<file path="src/rtl/swd_seq_pkg.sv">
// Shared definitions for the SWD frame sequencer.
// Contents: FSM state enum, frame bit-index constants, ACK codes, and the
// helper that selects the host-driven mosi level for a given frame bit.
package swd_seq_pkg;

  typedef enum logic [3:0] {
    StIdle,
    StArm,
    StHdr,
    StAck,
    StRdata,
    StWturn,
    StWdata,
    StAbort,
    StResp
  } state_t;

  typedef logic [5:0] bit_idx_t;

  localparam bit_idx_t PAD_END     = 6'd1;
  localparam bit_idx_t REQ_FIRST   = 6'd2;
  localparam bit_idx_t REQ_LAST    = 6'd9;
  localparam bit_idx_t TURN1       = 6'd10;
  localparam bit_idx_t ACK_FIRST   = 6'd11;
  localparam bit_idx_t ACK_LAST    = 6'd13;
  localparam bit_idx_t RDATA_FIRST = 6'd14;
  localparam bit_idx_t WDATA_FIRST = 6'd15;
  localparam bit_idx_t PARITY_R    = 6'd46;
  localparam bit_idx_t LAST_BIT    = 6'd47;

  localparam logic [2:0] ACK_OK    = 3'b001;
  localparam logic [2:0] ACK_WAIT  = 3'b010;
  localparam logic [2:0] ACK_FAULT = 3'b100;

  // Host-driven level for frame bit b; every bit not listed is a 0.
  function automatic logic mosi_bit(input bit_idx_t b, input logic [7:0] req, input logic rnw,
                                    input logic [31:0] wdata);
    logic v;
    v = 1'b0;
    if (b > PAD_END && b <= REQ_LAST) begin
      v = req[3'(b - REQ_FIRST)];
    end else if (!rnw && b >= WDATA_FIRST && b < LAST_BIT) begin
      v = wdata[5'(b - WDATA_FIRST)];
    end else if (!rnw && b == LAST_BIT) begin
      v = ^wdata;
    end
    return v;
  endfunction

endpackage

</file>
<file path="src/rtl/swd_frame_sequencer_if.sv">
// Command/response handshake bundle of the SWD frame sequencer.
// master: the host issuing commands; slave: the sequencer.
//   cmd_*: valid/ready command with request byte, direction and write data.
//   rsp_*: valid/ready response with ACK, read data and parity error flag.
interface swd_frame_sequencer_if;
  logic        cmd_valid;
  logic        cmd_ready;
  logic [7:0]  cmd_req;
  logic        cmd_rnw;
  logic [31:0] cmd_wdata;
  logic        rsp_valid;
  logic        rsp_ready;
  logic [2:0]  rsp_ack;
  logic [31:0] rsp_rdata;
  logic        rsp_parity_err;

  modport master (
    output cmd_valid, cmd_req, cmd_rnw, cmd_wdata, rsp_ready,
    input  cmd_ready, rsp_valid, rsp_ack, rsp_rdata, rsp_parity_err
  );

  modport slave (
    input  cmd_valid, cmd_req, cmd_rnw, cmd_wdata, rsp_ready,
    output cmd_ready, rsp_valid, rsp_ack, rsp_rdata, rsp_parity_err
  );
endinterface

</file>
<file path="src/rtl/swd_sck_gen.sv">
// Serial clock divider. While en is high, sck toggles every CLK_DIV clk with the
// low half first; while en is low, sck and the counter are held at 0.
// Ports: clk, rst_n (async active-low), en, sck, rise/fall (one-clk strobes that
// are high on the clk whose edge drives sck high/low).
module swd_sck_gen #(
  parameter int unsigned CLK_DIV = 2,
  parameter int unsigned CNT_W   = 8
) (
  input  logic clk,
  input  logic rst_n,
  input  logic en,
  output logic sck,
  output logic rise,
  output logic fall
);

  logic [CNT_W-1:0] cnt_q;
  logic             sck_q;
  logic             half_end;

  assign half_end = en && (cnt_q == CNT_W'(CLK_DIV - 1));
  assign rise     = half_end && !sck_q;
  assign fall     = half_end && sck_q;
  assign sck      = sck_q;

  always_ff @(posedge clk or negedge rst_n) begin
    if (!rst_n) begin
      cnt_q <= '0;
      sck_q <= 1'b0;
    end else if (!en) begin
      cnt_q <= '0;
      sck_q <= 1'b0;
    end else if (half_end) begin
      cnt_q <= '0;
      sck_q <= ~sck_q;
    end else begin
      cnt_q <= cnt_q + 1'b1;
    end
  end

endmodule

</file>
<file path="src/rtl/swd_frame_sequencer.sv">
// SWD frame sequencer: turns one command (request byte, R/W, write data) into
// an ARM period plus a 48-bit SWD frame toward swd_frontend_top, and returns
// ACK, read data and parity status as one response.
// Ports: clk, rst_n (async active-low); bus (slave side of the cmd/rsp
// interface); sck/mosi/miso, fe_rst_n, fe_rnw, fe_oe_n toward the frontend.
// Build option: define SWD_SEQ_PARITY_CHECK_EN to report read-parity
// mismatches on rsp_parity_err; otherwise that output is tied 0.
module swd_frame_sequencer #(
  parameter int unsigned CLK_DIV = 2,
  parameter int unsigned CNT_W   = 8
) (
  input  logic                  clk,
  input  logic                  rst_n,
  swd_frame_sequencer_if.slave  bus,
  output logic                  sck,
  output logic                  mosi,
  input  logic                  miso,
  output logic                  fe_rst_n,
  output logic                  fe_rnw,
  output logic                  fe_oe_n
);
  import swd_seq_pkg::*;

  state_t      state_q;
  bit_idx_t    bit_q;
  logic [7:0]  req_q;
  logic        rnw_q;
  logic [31:0] wdata_q;
  logic [2:0]  ack_q;
  logic [31:0] rdata_q;
  logic        par_q;
  logic        mosi_q;
  logic        fe_rst_n_q;
  logic        fe_rnw_q;
  logic        fe_oe_n_q;
  logic        cmd_ready_q;
  logic        rsp_valid_q;
  logic [2:0]  rsp_ack_q;
  logic [31:0] rsp_rdata_q;
  logic        rsp_perr_q;

  logic sck_en;
  logic sck_fall;
  logic unused_sck_rise;
  logic frame_done;
  logic perr_calc;

  assign sck_en = (state_q != StIdle) && (state_q != StResp);

  swd_sck_gen #(
    .CLK_DIV (CLK_DIV),
    .CNT_W   (CNT_W)
  ) u_sck_gen (
    .clk   (clk),
    .rst_n (rst_n),
    .en    (sck_en),
    .sck   (sck),
    .rise  (unused_sck_rise),
    .fall  (sck_fall)
  );

  // The last bit of a frame ends on this falling sck edge.
  assign frame_done = sck_fall &&
      ((state_q == StAbort) ||
       (((state_q == StRdata) || (state_q == StWdata)) && (bit_q == LAST_BIT)));

`ifdef SWD_SEQ_PARITY_CHECK_EN
  assign perr_calc = (^rdata_q) != par_q;
`else
  logic unused_par;
  assign unused_par = par_q;
  assign perr_calc  = 1'b0;
`endif

  always_ff @(posedge clk or negedge rst_n) begin
    if (!rst_n) begin
      state_q     <= StIdle;
      bit_q       <= '0;
      req_q       <= '0;
      rnw_q       <= 1'b1;
      wdata_q     <= '0;
      ack_q       <= '0;
      rdata_q     <= '0;
      par_q       <= 1'b0;
      mosi_q      <= 1'b0;
      fe_rst_n_q  <= 1'b0;
      fe_rnw_q    <= 1'b1;
      fe_oe_n_q   <= 1'b1;
      cmd_ready_q <= 1'b0;
      rsp_valid_q <= 1'b0;
      rsp_ack_q   <= '0;
      rsp_rdata_q <= '0;
      rsp_perr_q  <= 1'b0;
    end else begin
      fe_oe_n_q <= 1'b0;
      case (state_q)
        StIdle: begin
          if (cmd_ready_q && bus.cmd_valid) begin
            req_q       <= bus.cmd_req;
            rnw_q       <= bus.cmd_rnw;
            wdata_q     <= bus.cmd_wdata;
            fe_rnw_q    <= bus.cmd_rnw;
            ack_q       <= '0;
            rdata_q     <= '0;
            par_q       <= 1'b0;
            bit_q       <= '0;
            mosi_q      <= 1'b0;
            cmd_ready_q <= 1'b0;
            state_q     <= StArm;
          end else begin
            cmd_ready_q <= 1'b1;
          end
        end
        StResp: begin
          if (bus.rsp_ready) begin
            rsp_valid_q <= 1'b0;
            state_q     <= StIdle;
          end
        end
        default: begin
          if (frame_done) begin
            state_q     <= StResp;
            fe_rst_n_q  <= 1'b0;
            mosi_q      <= 1'b0;
            rsp_valid_q <= 1'b1;
            rsp_ack_q   <= ack_q;
            rsp_rdata_q <= (state_q == StRdata) ? rdata_q : 32'h0;
            rsp_perr_q  <= (state_q == StRdata) && perr_calc;
          end else if (sck_fall) begin
            // mosi for the next bit is launched on the edge that ends this one.
            bit_q  <= bit_q + 6'd1;
            mosi_q <= mosi_bit(bit_q + 6'd1, req_q, rnw_q, wdata_q);
            case (state_q)
              StArm: begin
                fe_rst_n_q <= 1'b1;
                bit_q      <= '0;
                mosi_q     <= 1'b0;
                state_q    <= StHdr;
              end
              StHdr: begin
                if (bit_q == TURN1) state_q <= StAck;
              end
              StAck: begin
                ack_q[2'(bit_q - ACK_FIRST)] <= miso;
                if (bit_q == ACK_LAST) begin
                  if ({miso, ack_q[1:0]} != ACK_OK) state_q <= StAbort;
                  else if (rnw_q)                   state_q <= StRdata;
                  else                              state_q <= StWturn;
                end
              end
              StRdata: begin
                if (bit_q < PARITY_R)       rdata_q[5'(bit_q - RDATA_FIRST)] <= miso;
                else if (bit_q == PARITY_R) par_q <= miso;
              end
              StWturn: state_q <= StWdata;
              default: ;
            endcase
          end
        end
      endcase
    end
  end

  assign mosi               = mosi_q;
  assign fe_rst_n           = fe_rst_n_q;
  assign fe_rnw             = fe_rnw_q;
  assign fe_oe_n            = fe_oe_n_q;
  assign bus.cmd_ready      = cmd_ready_q;
  assign bus.rsp_valid      = rsp_valid_q;
  assign bus.rsp_ack        = rsp_ack_q;
  assign bus.rsp_rdata      = rsp_rdata_q;
  assign bus.rsp_parity_err = rsp_perr_q;

endmodule

</file>
<file path="src/flat_wrapper.sv">
// flat-port wrapper written by rule: the top's interface ports become plain ports
module swd_frame_sequencer_flat import swd_seq_pkg::*;
#(
  parameter int unsigned CLK_DIV = 2,
  parameter int unsigned CNT_W   = 8
)
  (clk, rst_n, sck, mosi, miso, fe_rst_n, fe_rnw, fe_oe_n, bus_cmd_valid, bus_cmd_req, bus_cmd_rnw, bus_cmd_wdata, bus_rsp_ready, bus_cmd_ready, bus_rsp_valid, bus_rsp_ack, bus_rsp_rdata, bus_rsp_parity_err);
  swd_frame_sequencer_if bus_i ();
  input  logic clk;
  input  logic rst_n;
  output logic sck;
  output logic mosi;
  input  logic miso;
  output logic fe_rst_n;
  output logic fe_rnw;
  output logic fe_oe_n;
  input wire logic [$bits(bus_i.cmd_valid)-1:0] bus_cmd_valid;
  input wire logic [$bits(bus_i.cmd_req)-1:0] bus_cmd_req;
  input wire logic [$bits(bus_i.cmd_rnw)-1:0] bus_cmd_rnw;
  input wire logic [$bits(bus_i.cmd_wdata)-1:0] bus_cmd_wdata;
  input wire logic [$bits(bus_i.rsp_ready)-1:0] bus_rsp_ready;
  output wire logic [$bits(bus_i.cmd_ready)-1:0] bus_cmd_ready;
  output wire logic [$bits(bus_i.rsp_valid)-1:0] bus_rsp_valid;
  output wire logic [$bits(bus_i.rsp_ack)-1:0] bus_rsp_ack;
  output wire logic [$bits(bus_i.rsp_rdata)-1:0] bus_rsp_rdata;
  output wire logic [$bits(bus_i.rsp_parity_err)-1:0] bus_rsp_parity_err;
  assign bus_i.cmd_valid = bus_cmd_valid;
  assign bus_i.cmd_req = bus_cmd_req;
  assign bus_i.cmd_rnw = bus_cmd_rnw;
  assign bus_i.cmd_wdata = bus_cmd_wdata;
  assign bus_i.rsp_ready = bus_rsp_ready;
  assign bus_cmd_ready = bus_i.cmd_ready;
  assign bus_rsp_valid = bus_i.rsp_valid;
  assign bus_rsp_ack = bus_i.rsp_ack;
  assign bus_rsp_rdata = bus_i.rsp_rdata;
  assign bus_rsp_parity_err = bus_i.rsp_parity_err;
  swd_frame_sequencer #(.CLK_DIV(CLK_DIV), .CNT_W(CNT_W)) u_core (.clk(clk), .rst_n(rst_n), .bus(bus_i), .sck(sck), .mosi(mosi), .miso(miso), .fe_rst_n(fe_rst_n), .fe_rnw(fe_rnw), .fe_oe_n(fe_oe_n));
endmodule
</file>
<file path="config.mk">
export PLATFORM = sky130hd
export DESIGN_NAME = swd_frame_sequencer_flat
export DESIGN_NICKNAME = d
export VERILOG_FILES = /design/src/rtl/swd_seq_pkg.sv /design/src/rtl/swd_frame_sequencer_if.sv /design/src/rtl/swd_sck_gen.sv /design/src/rtl/swd_frame_sequencer.sv /design/src/flat_wrapper.sv
export SDC_FILE = /design/constraint.sdc
export NUM_CORES = 1
export LEC_CHECK = 0
export BUFFER_PORTS_ARGS = -buffer_cell sky130_fd_sc_hd__buf_2
export CAP_MARGIN = 0
export CORE_MARGIN = 2
export CORE_UTILIZATION = 30
export CTS_BUF_LIST = sky130_fd_sc_hd__clkbuf_8 sky130_fd_sc_hd__clkbuf_16
export DETAILED_ROUTE_END_ITERATION = 10
export PLACE_DENSITY = 0.5
export SYNTH_ARGS = -nofsm -noshare
export SYNTH_HDL_FRONTEND = slang
export SYNTH_HIERARCHICAL = 1
export SYNTH_SLANG_ARGS = --single-unit
</file>
<file path="constraint.sdc">
create_clock -name clk -period 5.3 [get_ports clk]
set_input_delay 0.795 -clock clk [delete_from_list [all_inputs] [get_ports clk]]
set_output_delay 0.795 -clock clk [all_outputs]
set_load 0.005 [all_outputs]
</file>
==> results of run 1 <==
stage by stage:
step,instance area (um^2),std cells,util (%),hold WS (ps),setup WS (ps)
floorplan,6670,647,-,464,2550
global placement,7360,982,33.7,460,1840
detailed placement,7360,982,33.7,465,1800
CTS,8020,1014,36.7,478,1790
global route,8020,1014,36.7,500,1500
finish,8020,1014,36.7,447,1880
power by group through the flow:
stage               Clock [mW]  Combinational, mW  Sequential [mW]
floorplan                    0               1.67             1.45
global placement             0               1.97             1.58
detailed placement           0               1.98             1.59
CTS                       1.34               1.98             1.57
global route              1.40               2.17             1.61
finish                    1.30               1.94             1.57
worst reg2reg max path, stage by stage (launching register included):
cell and delay [ps]:
dfrtp_1 890, ha_1 650, and3_1 280, a32o_1 260, nand2_2 250, buf_4 350, nand3_1 140, o21ai_1 160
o41ai_1 330
placed cells by master, fill, tap and decap left out, types with 10 or more instances in the layout:
cell and instances:
dfrtp_1 133, nand2_1 89, buf_2 86, o21ai_1 68, o21ai_0 50, mux2_2 44
a21oi_1 40, xnor2_1 31, nor2_1 21, clkbuf_16 17, nand3_1 14, xor2_1 13
ha_1 12, inv_1 10, mux4_2 10
how the worst max path moves through the flow:
stage / from / slack [ps] / endpoint
after floorplan: u_core/bit_q[0]$_DFFE_PN0P_ / 2550 / u_core/mosi$_DFFE_PN0P_
after global placement: u_core/bit_q[0]$_DFFE_PN0P_ / 1840 / u_core/mosi$_DFFE_PN0P_
after detailed placement: u_core/bit_q[0]$_DFFE_PN0P_ / 1800 / u_core/state_q[0]$_DFFE_PN0P_
after CTS: u_core/bit_q[0]$_DFFE_PN0P_ / 1790 / u_core/state_q[0]$_DFFE_PN0P_
after global routing: u_core/state_q[0]$_DFFE_PN0P_ / 1500 / u_core/state_q[0]$_DFFE_PN0P_
final: u_core/bit_q[0]$_DFFE_PN0P_ / 1880 / u_core/state_q[0]$_DFFE_PN0P_
final cells by class:
class	instances	area, um^2	share of cell area [%]
Sequential cell	135	3380	42.2
Clock buffer	19	453	5.65
Timing Repair Buffer	93	487	6.07
Clock inverter	13	203	2.53
Multi-Input combinational cell	465	3110	38.8
Inverter	9	33.8	0.421
Tap cell	280	350	4.37
sequential cells by signal, summed over array words and instances, names as in the netlist:
register / cells
u_core/bus.rsp_valid: 1
u_core/state_q: 4
u_core/u_sck_gen/sck: 1
u_core/bit_q: 6
u_core/fe_oe_n: 1
u_core/ack_q: 3
u_core/bus.cmd_ready: 1
u_core/bus.rsp_rdata: 32
u_core/rdata_q: 32
u_core/wdata_q: 32
u_core/mosi: 1
u_core/req_q: 8
u_core/fe_rnw: 1
u_core/u_sck_gen/cnt_q: 8
u_core/fe_rst_n: 1
u_core/bus.rsp_ack: 3
metal layers:
| metal | global-route usage [%] | vias to the layer above |
|---|---|---|
| met3 | 4.03 | 18 |
| met5 | 0 | - |
| met1 | 18.0 | 2326 |
| met2 | 22.3 | 102 |
| li1 | - | 2423 |
| met4 | 4.54 | 0 |
==> metrics.yaml, run 1 <==
p_leak_nw: 3.48
ctsResizeCount: 0
p_total_mw: 4.81
route.met3.wl_um: 651
crit_arrival_ps: 3730
r2r-end: "u_core/state_q[0]$_DFFE_PN0P_"
reg2reg_depth: 8
nets: 779
core_area_um2: 21800
comb_power_share_pct: 40.4
hp-class: "in2async"
die_area_um2: 23400
diodes: 0
clkTransAtPathRegs_ps: 60
fin_crit_ps: 3420
critPathTopFamily: "flip-flops"
grt_pass1_wl_mm: 26.0
fill_cells: 2211
relSlewSlack_pct: 41.3
crit_fanout: 50
rsz0062_at_grt: "no"
drtAntennaViolNets: 0
antenna_found_initial: 0
die_w_um: 153
wl_per_cell_um: 15.4
drt-vias-per-instance: 4.80
critPathKind: "reg2reg"
crit_slowest_cell: "dfrtp_1"
status: "completed"
drt_iter0_markers: 275
yosys_warnings: 6
syn_to_final_growth_pct: 20.2
placementRows: 54
fmax_mhz: 293
syn_avg_cell_area_um2: 10.3
slowest_delay_ps: 890
track_usage_pct: 13.9
die_y_um: 153
setup_tns_ps: 0
cts_setup_buffers: 0
crit_cells: 8
grt_max_degree: 95
numCtsBuffers: 17
period_share_pct: 64.5
start_kind: "register"
swShare_pct: 35.2
power_density_nw_per_um2: 600
r2r-start: "u_core/bit_q[0]$_DFFE_PN0P_"
synthCells: 646
cts_tree: "yes"
drc: 0
io_buffers: 87
grt_pass1_vias: 4864
fin_skew_ps: 13.3
start_util_pct: 30.5
h-tree-depth: 4
intPower_mw: 3.12
clock-sinks: 135
clockPowerShare_pct: 27.1
num_vias: 4869
cts_root_buf: "clkbuf_16"
ir_worst_vdd_uv: 328
dr.pass1.iters: 5
crit_chain: "ha_1 -> and3_1 -> a32o_1 -> nand2_2 -> buf_4 -> nand3_1 -> o21ai_1 -> o41ai_1"
final-max-slew-violation-count: 0
hold_viol: 0
tightestPinTransition_ps: 880
top_layer_used: "met4"
seqPwrFrac_pct: 32.6
cts_hold_buf: 0
hpwlAfterDp_mm: 10.7
grt_overflow: 0
worst_setup_path_end_kind: "register"
setup_viol: 0
boundaryPins: 89
synth_area_um2: 6670
worstPathRequired_ps: 5610
critPathBufInv: 1
cap_violations: 0
clock_latency_ps: 420
drive_above_1_share_pct: 26.7
cts_buffer_depth: 2
finalWirelength_mm: 15.6
drt-met1-wl_mm: 7.17
dr_wl_met2_mm: 7.60
p_sw_mw: 1.69
gp_congestion: 0.761
ff2ff_setup_slack_ps: 1880
No activity file was read; power rests on OpenSTA's default activity.
==> run 2: changes to the inputs <==
--- a/config.mk
+++ b/config.mk
@@ -11,7 +11,7 @@
 export CORE_UTILIZATION = 30
 export CTS_BUF_LIST = sky130_fd_sc_hd__clkbuf_8 sky130_fd_sc_hd__clkbuf_16
 export DETAILED_ROUTE_END_ITERATION = 10
-export PLACE_DENSITY = 0.5
+export PLACE_DENSITY = 0.52
 export SYNTH_ARGS = -nofsm -noshare
 export SYNTH_HDL_FRONTEND = slang
 export SYNTH_HIERARCHICAL = 1
==> constraint.sdc (replaced) <==
create_clock -name clk -period 3 [get_ports clk]
set_input_delay 0.45 -clock clk [delete_from_list [all_inputs] [get_ports clk]]
set_output_delay 0.45 -clock clk [all_outputs]
set_load 0.005 [all_outputs]
==> run 2 against run 1 <==
Compared with the run above:
- power rose by 75%
- cell count grew 1.6%
- via count up 1.6%
- setup slack got worse by 1600 ps
- cell area grew 0.97%
- wire length fell by 0.58%
==> metrics.yaml, run 2 (synthesis results as in run 1) <==
finalWirelength_mm: 15.5
cts_hold_buf: 0
clock-sinks: 135
multiInputGateArea_um2: 3110
slowest_delay_ps: 470
ff2ff_setup_slack_ps: 290
grt_overflow: 0
placed_area_um2: 7500
fill_cells: 2193
ctsResizeCount: 0
clock_latency_ps: 420
antenna_found_initial: 1
stdcell_count: 1030
crit_arrival_ps: 3010
grt_max_degree: 71
hold_viol: 0
drt_iter0_markers: 215
start_util_pct: 30.5
period_share_pct: 90.3
final_cell_mix: "133 x dfrtp_1, 89 x nand2_1, 86 x buf_2, 68 x o21ai_1, 50 x o21ai_0"
die_area_um2: 23400
critPathTopFamily: "simple AND/OR/NAND/NOR gates"
p_leak_nw: 3.52
fin_crit_ps: 2710
die_y_um: 153
crit_slowest_cell: "or4b_4"
crit_chain: "inv_1 -> ha_1 -> or4b_4 -> nor4_1 -> buf_4 -> nor2b_1 -> and2_1 -> nand2_2 -> buf_4 -> mux2_2"
wl_per_cell_um: 15.1
drtAntennaViolNets: 0
num_vias: 4947
r2r-end: "u_core/bus.rsp_ack[2]$_DFFE_PN0P_"
pre_cts_slack_ps: 259
grt_pass1_wl_mm: 25.7
setup_tns_ps: 0
whs_ps: 28.6
ir_worst_vdd_uv: 601
cts_tree: "yes"
placementRows: 54
start_kind: "register"
cts_root_buf: "clkbuf_16"
io_buffers: 87
dr.pass1.iters: 4
track_usage_pct: 13.6
worstPathRequired_ps: 3300
final-max-slew-violation-count: 0
nets: 794
fin_skew_ps: 10.3
h-tree-depth: 4
r2r-start: "u_core/u_sck_gen/cnt_q[1]$_DFF_PN0_"
hp-class: "in2async"
fmax_mhz: 369
cpMostUsedCell: "buf_4"
crit_fanout: 70
status: "completed"
relSlewSlack_pct: 59.4
die_w_um: 153
critPathBufInv: 3
tightestPinTransition_ps: 605
syn_to_final_growth_pct: 21.4
rsz0062_at_grt: "no"
numCtsBuffers: 17
placed_cells: 997
mostFrequentLayoutCell: "dfrtp_1"
clkTransAtPathRegs_ps: 60
critPathKind: "reg2reg"
drt-vias-per-instance: 4.80
worst_setup_path_end_kind: "register"
drc: 0
drive_above_1_share_pct: 28.3
hpwlAfterDp_mm: 10.6
cts_buffer_depth: 2
gp_congestion: 0.774
boundaryPins: 89
grt_pass1_vias: 4955
fin_ws_ps: 292
regArea_um2: 3380
setup_viol: 0
reg2reg_depth: 10
cap_violations: 0
core_area_um2: 21800
cts_setup_buffers: 0
post-route-cell-area_um2: 8090
power_density_nw_per_um2: 1040
-- run 2: changes by cell type in the layout (fill, tap and decap cells not counted), moves of 2 or more --
cell        change
buf_12          +2
clkinv_4        -2
bufinv_16       -3
clkinvlp_4      +4
buf_4          +13
-- run 2: cell type report --
cell class              count  area share (%)
flip-flops and latches    135            41.8
multi-input cells         465            38.4
repair buffers            108            7.71
clock buffers              20            5.77
well taps                 280            4.33
clock inverters            12            1.56
inverters                   9           0.417
diodes                      1          0.0309
-- run 2: how the worst max path moves through the flow --
stage / from / to / slack (ps) / depth (start not counted)
2_1_floorplan: u_core/bit_q[0]$_DFFE_PN0P_ / u_core/mosi$_DFFE_PN0P_ / 250 / 11
3_3_place_gp: u_core/u_sck_gen/cnt_q[1]$_DFF_PN0_ / u_core/bus.rsp_ack[2]$_DFFE_PN0P_ / 310 / 10
3_5_place_dp: u_core/u_sck_gen/cnt_q[1]$_DFF_PN0_ / u_core/bus.rsp_ack[2]$_DFFE_PN0P_ / 260 / 10
4_1_cts: u_core/u_sck_gen/cnt_q[1]$_DFF_PN0_ / u_core/bus.rsp_ack[1]$_DFFE_PN0P_ / 250 / 10
5_1_grt: u_core/u_sck_gen/cnt_q[1]$_DFF_PN0_ / u_core/bus.rsp_ack[1]$_DFFE_PN0P_ / 20 / 10
6_report: u_core/u_sck_gen/cnt_q[1]$_DFF_PN0_ / u_core/bus.rsp_ack[2]$_DFFE_PN0P_ / 290 / 10
-- run 2: through the flow --
step	util (%)	total power [mW]
final	37.1	8.42
after global routing	37.1	9.03
after CTS	37.1	8.56
after detailed placement	34.4	6.42
after global placement	34.4	6.41
after floorplan	-	5.50
-- run 2: per-layer routing --
layer / routed length (um) / up-vias / track usage [%]
met5: 0 / - / 0
met4: 184 / 0 / 4.32
met3: 757 / 16 / 3.86
met2: 7370 / 94 / 21.9
met1: 7230 / 2384 / 17.8
li1: - / 2453 / -
-- run 2: report_power, final --
group	internal [mW]	leakage, nW	switching, mW
registers	2.25	1.77	0.367
logic	1.84	1.46	1.87
clock network	1.28	0.280	0.800
==> run 3: changes to the inputs <==
--- a/config.mk
+++ b/config.mk
@@ -11,7 +11,6 @@
 export CORE_UTILIZATION = 30
 export CTS_BUF_LIST = sky130_fd_sc_hd__clkbuf_8 sky130_fd_sc_hd__clkbuf_16
 export DETAILED_ROUTE_END_ITERATION = 10
-export PLACE_DENSITY = 0.52
 export SYNTH_ARGS = -nofsm -noshare
 export SYNTH_HDL_FRONTEND = slang
 export SYNTH_HIERARCHICAL = 1
==> run 3 against run 2 <==
Compared with the run above:
- cell area grew 0.19%
- die area is the same
- setup slack better by 11 ps
- power increased by 1.2%
- first-iteration DRC count up 19%
- wire length increased by 0.56%
==> metrics.yaml, run 3 (synthesis results as in run 1) <==
status: "completed"
drtAntennaViolNets: 0
num_vias: 4975
drc: 0
critPathKind: "reg2reg"
cts_setup_buffers: 0
mostFrequentLayoutCell: "dfrtp_1"
period_share_pct: 89.9
boundaryPins: 89
multiInputGateArea_um2: 3110
tightestPinTransition_ps: 675
drive_above_1_share_pct: 28.1
ctsResizeCount: 0
ir_worst_vdd_uv: 543
hpwlAfterDp_mm: 10.8
core_area_um2: 21800
fill_cells: 2195
drt-vias-per-instance: 4.84
cts_tree: "yes"
placementRows: 54
start_util_pct: 30.5
die_y_um: 153
start_kind: "register"
hp-class: "in2async"
crit_fanout: 8
final-max-slew-violation-count: 0
crit_arrival_ps: 3030
track_usage_pct: 13.8
intPower_mw: 5.43
clockPowerShare_pct: 25.4
grt_pass1_vias: 4976
wl_per_cell_um: 15.2
worst_setup_path_end_kind: "register"
fin_ws_ps: 303
fmax_mhz: 371
drt_iter0_markers: 256
hold_viol: 0
setup_viol: 0
clkTransAtPathRegs_ps: 60
power_density_nw_per_um2: 1050
placed_area_um2: 7490
clock_latency_ps: 420
die_w_um: 153
cap_violations: 0
clock-sinks: 135
dr.pass1.iters: 4
nets: 792
grt_pass1_wl_mm: 26.0
comb_power_share_pct: 43.8
grt_max_degree: 72
regArea_um2: 3380
syn_to_final_growth_pct: 21.6
io_buffers: 87
final_cell_mix: "133 x dfrtp_1, 89 x nand2_1, 86 x buf_2, 68 x o21ai_1, 50 x o21ai_0"
fin_crit_ps: 2700
swShare_pct: 36.3
cts_hold_buf: 0
finalWirelength_mm: 15.6
rsz0062_at_grt: "no"
seqPwrFrac_pct: 30.8
cts_buffer_depth: 2
setup_tns_ps: 0
p_leak_nw: 3.52
worstPathRequired_ps: 3340
cts_root_buf: "clkbuf_16"
gp_congestion: 0.779
post-route-cell-area_um2: 8110
whs_ps: 24.4
ff2ff_setup_slack_ps: 300
h-tree-depth: 4
grt_overflow: 0
numCtsBuffers: 17
p_sw_mw: 3.09
die_area_um2: 23400
relSlewSlack_pct: 55.0
pre_cts_slack_ps: 295
antenna_found_initial: 2
fin_skew_ps: 8.35
-- run 3: cell types whose count changed in the layout (fill, tap and decap cells not counted), sizes merged --
| cell | before | now |
|---|---|---|
| buf | 108 | 106 |
| clkbuf | 20 | 18 |
| inv | 9 | 13 |
| bufinv | 2 | 3 |
| clkinvlp | 5 | 3 |
| clkinv | 5 | 4 |
-- run 3: layout make-up --
cell class	instances	area share, %
Multi-Input combinational cell	465	38.3
Timing Repair Buffer	106	7.67
Inverter	9	0.417
Sequential cell	135	41.7
Clock inverter	14	2.11
Tap cell	280	4.32
Clock buffer	18	5.42
Antenna cell	1	0.0309
-- run 3: critical path, cell delays in order (launching register included) --
cell and delay [ps]:
dfrtp_1 410, inv_1 70, ha_1 120, or4b_4 470, nor4_1 310, buf_4 180
and2_1 150, o2bb2ai_2 110, or2_4 290, nor2_4 140, nand2_2 160, o21ai_1 200
-- run 3: worst paths after layout --
kind | start | end | cells after the start
max | u_core/u_sck_gen/cnt_q[1]$_DFF_PN0_ | u_core/rdata_q[11]$_DFFE_PN0P_ | 11
min | rst_n | u_core/bus.rsp_rdata[27]$_DFFE_PN0P_ | 1
max reg2reg | u_core/u_sck_gen/cnt_q[1]$_DFF_PN0_ | u_core/rdata_q[11]$_DFFE_PN0P_ | 11
min reg2reg | u_core/bus.rsp_rdata[3]$_DFFE_PN0P_ | u_core/bus.rsp_rdata[3]$_DFFE_PN0P_ | 2
max in group asynchronous | rst_n | u_core/rdata_q[8]$_DFFE_PN0P_ | 2
min in group clk | bus_cmd_wdata[11] | u_core/wdata_q[11]$_DFFE_PN0P_ | 2
-- run 3: power by group through the flow --
stage	logic (mW)	registers [mW]	clock network (mW)
floorplan	2.95	2.55	0
global placement	3.74	2.65	0
detailed placement	3.77	2.67	0
CTS	3.80	2.64	2.23
global route	4.11	2.70	2.31
finish	3.73	2.62	2.16
-- run 3: through the flow --
step	power (mW)	instances	utilization, %
floorplan	5.50	647	-
global placement	6.39	995	34.3
detailed placement	6.44	995	34.3
CTS	8.66	1027	37.1
global route	9.12	1027	37.1
finish	8.51	1028	37.2
-- run 3: routing by layer --
layer / part of all wire [%] / track usage, % / wire length [um] / vias up
met5: 0.083 / 0 / 13 / -
met2: 50 / 22.7 / 7790 / 103
met1: 44 / 18.0 / 6930 / 2408
met3: 5.2 / 4.00 / 808 / 10
met4: 0.49 / 3.62 / 76 / 2
li1: - / - / - / 2452
